**config.mk**
```make
export PLATFORM = sky130hd
export DESIGN_NAME = tea_sequencer
export DESIGN_NICKNAME = d
export VERILOG_FILES = /design/src/rtl/tea_sequencer.sv
export SDC_FILE = /design/constraint.sdc
export NUM_CORES = 1
export LEC_CHECK = 0
export ABC_CLOCK_PERIOD_IN_PS = 7300
export BUFFER_PORTS_ARGS = -buffer_cell sky130_fd_sc_hd__buf_4
export CAP_MARGIN = 20
export CORE_MARGIN = 2
export CORE_UTILIZATION = 54
export CTS_BUF_LIST = sky130_fd_sc_hd__clkbuf_8
export DETAILED_ROUTE_END_ITERATION = 8
export PLACE_DENSITY = 0.73
export SYNTH_ARGS = -nofsm -noshare
export SYNTH_HDL_FRONTEND = slang
export SYNTH_SLANG_ARGS = --single-unit
```
**constraint.sdc**
```tcl
create_clock -name clk -period 7.3 [get_ports clk]
set_input_delay 1.825 -clock clk [delete_from_list [all_inputs] [get_ports clk]]
set_output_delay 1.825 -clock clk [all_outputs]
set_load 0.01 [all_outputs]
```
**src/rtl/tea_sequencer.sv**
```systemverilog
// TEA round sequencer: walks IDLE/INIT/SUM/CALC/UPDATE/DONE and drives the running
// sum, round index and per-round datapath strobes for encrypt or decrypt.
module tea_sequencer #(
   parameter int unsigned ROUNDS = 32,
   parameter logic [31:0] DELTA  = 32'h9E3779B9
) (
   input  logic        clk,
   input  logic        resetn,
   input  logic        start,
   input  logic        mode,
   input  logic        abort,
   input  logic        out_ready,
   output logic        busy,
   output logic        done,
   output logic [31:0] sum,
   output logic [5:0]  round_idx,
   output logic        ld_results,
   output logic        ld_v_enc,
   output logic        ld_v_dec
);

   localparam logic [31:0] SUM_DEC  = 32'(64'(DELTA) * 64'(ROUNDS));
   localparam logic [5:0]  LAST_IDX = 6'(ROUNDS - 1);

   typedef enum logic [2:0] {
      S_IDLE,
      S_INIT,
      S_SUM,
      S_CALC,
      S_UPDATE,
      S_DONE
   } state_t;

   state_t      state_q, state_d;
   logic        mode_q, mode_d;
   logic [31:0] sum_q, sum_d;
   logic [5:0]  idx_q, idx_d;

   always_ff @(posedge clk) begin
      if (!resetn) begin
         state_q <= S_IDLE;
         mode_q  <= 1'b0;
         sum_q   <= '0;
         idx_q   <= '0;
      end else begin
         state_q <= state_d;
         mode_q  <= mode_d;
         sum_q   <= sum_d;
         idx_q   <= idx_d;
      end
   end

   always_comb begin
      state_d = state_q;
      mode_d  = mode_q;
      sum_d   = sum_q;
      idx_d   = idx_q;
      unique case (state_q)
         S_IDLE: begin
            if (start) begin
               mode_d  = mode;
               state_d = S_INIT;
            end
         end
         S_INIT: begin
            sum_d   = mode_q ? SUM_DEC : '0;
            idx_d   = '0;
            state_d = mode_q ? S_CALC : S_SUM;
         end
         // Decrypt closes each round in SUM; encrypt closes it in UPDATE.
         S_SUM: begin
            if (!mode_q) begin
               sum_d   = sum_q + DELTA;
               state_d = S_CALC;
            end else begin
               sum_d = sum_q - DELTA;
               if (idx_q == LAST_IDX) begin
                  state_d = S_DONE;
               end else begin
                  idx_d   = idx_q + 6'd1;
                  state_d = S_CALC;
               end
            end
         end
         S_CALC: state_d = S_UPDATE;
         S_UPDATE: begin
            if (mode_q) begin
               state_d = S_SUM;
            end else if (idx_q == LAST_IDX) begin
               state_d = S_DONE;
            end else begin
               idx_d   = idx_q + 6'd1;
               state_d = S_SUM;
            end
         end
         S_DONE: begin
            if (out_ready) state_d = S_IDLE;
         end
         default: state_d = S_IDLE;
      endcase
      // Abort overrides whatever the case chose, keeping sum and index as they were.
      if (abort && state_q != S_IDLE && state_q != S_DONE) begin
         state_d = S_IDLE;
         sum_d   = sum_q;
         idx_d   = idx_q;
      end
   end

   always_comb begin
      busy       = (state_q != S_IDLE);
      done       = (state_q == S_DONE);
      ld_results = (state_q == S_CALC);
      ld_v_enc   = (state_q == S_UPDATE) && !mode_q;
      ld_v_dec   = (state_q == S_UPDATE) && mode_q;
      sum        = sum_q;
      round_idx  = idx_q;
   end

endmodule

```
==> metrics <==
Max IR drop VDD between 0.0001 and 0.00015 V; All-Layer GR Usage 25.1%; Pleak 1.79 nW; unrepaired setup endpoints after global routing false; Yosys warnings 0; leading register cell type out of synthesis dfxtp_1; fill count 560; Mapped Nets 497; commonest non-fill, non-tap cells in the layout a21oi_1 (52), nor2_1 (51), buf_4 (51), dfxtp_1 (42), nand2_1 (41); Site Rows 28; cell count after synthesis 459; Placement Cell Area 3840 µm²; asr flop ratio synth 0%; CP Capture Type flop; core area 6030 µm²; setup tns final 0 ns; CP max FO 26; post-DP HPWL 6.69 mm; Storage cell area between 800 and 900 µm²; n_diodes 0; Routed Antenna Nets 0; CTS sink count 42; # hold bufs at CTS 0; Pins Over Slew Limit 0; fin crit period around 4.6 ns; Worst Path Required between 7 and 8 ns; Final GP Congestion between 0.9 and 1; CTS Buf Count 5; slowest cell on the critical path clkinv_1; EDFF count, synth 0; Mapped Area 3420 µm²; first-pass GRT wire length 14.6 mm; largest net degree at the start of global routing 28; Multi-input gate area 2440 µm²; postcts setup bufs 0; die height 83.6 µm; #FFs+latches synth 42; CP dominant cell by count a31oi_1; dpl cells 570; die area 6980 µm²; status complete, no violations; non-filler cells, final 578; area delta synth->final 15.2%; Via Count about 3,600; total power 0.000753 W; initial antenna violation count 0; critical path cell sequence clkinv_1 -> ha_1 -> a21o_1 -> a31oi_1 -> o21ai_0 -> o211ai_2 -> a31oi_1 -> o31a_1 -> or3_1 -> a32o_1; total gr overflow 0; final worst slack 2.70 ns; Final Cycle Share 63.1%; initial DRC count 226; vias in the first global route 3,134; Achievable Freq between 0.2 and 0.25 GHz; first drt pass iteration count 4; Setup violations, final 0; maximum buffer depth of the clock tree 2; synth unique cells roughly 60; CP arrival 4.82 ns; CP Class reg2reg; post-synthesis area per instance roughly 7.4 µm²; power density over the cells 191 nW/µm²; Setup Slack @ Placement 2.77 ns; crit start category flop; fraction of layout cells with a size suffix above 1 between 10% and 20%; clk_skew roughly 0.012 ns; Routed wire per std cell about 16 µm; Max Cap Viol 0; I/O Pins 49; DIE WIDTH 83.6 µm; CTS H-tree lvls 2; pin slew with the least headroom to its limit 0.951 ns; post-synthesis sequential area ratio 24.6%; nets@finish 540; CTS tree done; commonest non-fill, non-tap cell in the layout a21oi_1; Fin. Hold Viols 0; Final Instance Area 3940 µm²; post-cts sizing count 0; hold crit path type reg2reg; post-route DRC violation count 0; Routed WL 9.03 mm; initial core utilization a little under three fifths; Worst-path clk slew 0.09 ns; Port Buf Inserts 48; Rel. slew slack approximately 36%; clk root buf clkbuf_8; Clock Latency Late Sink about 0.31 ns; CP peak stage delay around 1 ns; Via density 6.20
==> synthesized netlist by cell type, types with 3 or more instances <==
cell      number  area (µm²)
a21oi_1       52         260
nor2_1        51         191
dfxtp_1       42         841
nand2_1       41         154
o21ai_0       34         170
ha_1          31         388
inv_1         20        75.1
clkbuf_1      14        52.6
and3_1        13        81.3
xnor2_1       12         105
a21o_1        11        82.6
nand3_1        9        45.0
or3_1          9        56.3
a31oi_1        8        50.1
nor3_1         8        40.0
o22ai_1        8        50.1
xor2_1         8        70.1
a22oi_1        7        52.6
o21bai_1       7        52.6
nor2b_1        6        37.5
o211ai_1       6        45.0
a211oi_1       3        22.5
nand2b_1       3        18.8
nand3b_1       3        22.5
nand4_1        3        18.8
o21a_1         3        22.5
o31a_1         3        26.3
o31ai_1        3        22.5
o32ai_1        3        26.3
==> layer usage <==
| layer | track usage [%] | routed length [µm] | vias to the layer above |
|---|---|---|---|
| li1 | - | - | 1777 |
| met1 | 35.7 | 4390 | 1684 |
| met2 | 39.2 | 4040 | 109 |
| met3 | 3.96 | 459 | 11 |
| met4 | 7.04 | 131 | 0 |
| met5 | 0 | 0 | - |
==> worst max-delay path, delay by kind of cell (launching register included) <==
| family | cells | cell delay (ns) |
|---|---|---|
| AOI/OAI and AO/OA | 7 | 1.55 |
| adders and majority gates | 1 | 0.72 |
| buffers and inverters | 1 | 1.03 |
| DFF | 1 | 0.91 |
| and+or+nand+nor | 1 | 0.31 |
==> metrics by stage <==
step                      hold WS, ns  util [%]
after CTS                       0.494      65.4
after floorplan                 0.495         -
after global placement          0.471      63.7
after global routing            0.514      65.4
after detailed placement        0.481      63.8
final                           0.493      65.4
==> worst paths after layout <==
path | to | slack, ns | startpoint | cells after the start
worst min register to register | round_idx[1] | 0.49 | round_idx[1] | 2
worst max-delay path | sum[29] | 2.70 | mode_q | 10
worst max register to register | sum[29] | 2.70 | mode_q | 10
worst min-delay path | round_idx[1] | 0.49 | round_idx[1] | 2
==> layout make-up <==
class	count	share of cell area, %
Multi-Input combinational cell	380	62.0
Sequential cell	42	21.3
Timing Repair Buffer	51	9.72
Tap cell	75	2.38
Clock buffer	6	2.10
Inverter	22	2.10
Clock inverter	2	0.318
==> flip-flops by register name (all words and copies together) (netlist names) <==
signal,cells
sum,32
mode_q,1
state_q,3
round_idx,6
==> cells by family (layout without fill, tap and decap cells) <==
| family | after synthesis | count (layout) | synth area share (%) |
|---|---|---|---|
| compound gates | 172 | 172 | 32.6 |
| simple gates | 155 | 155 | 21.4 |
| flops | 42 | 42 | 24.6 |
| buf+inv | 37 | 81 | 4.06 |
| fa+ha+maj | 32 | 32 | 11.9 |
| xor+xnor | 20 | 20 | 5.12 |
| mux | 1 | 1 | 0.293 |
==> power by group <==
group	internal, W	switching, W
Sequential	0.000248	0.0000219
Clock	0.0000762	0.0000917
Combinational	0.000129	0.000186
Total	0.000453	0.000299
No activity file was read; power rests on OpenSTA's default activity.
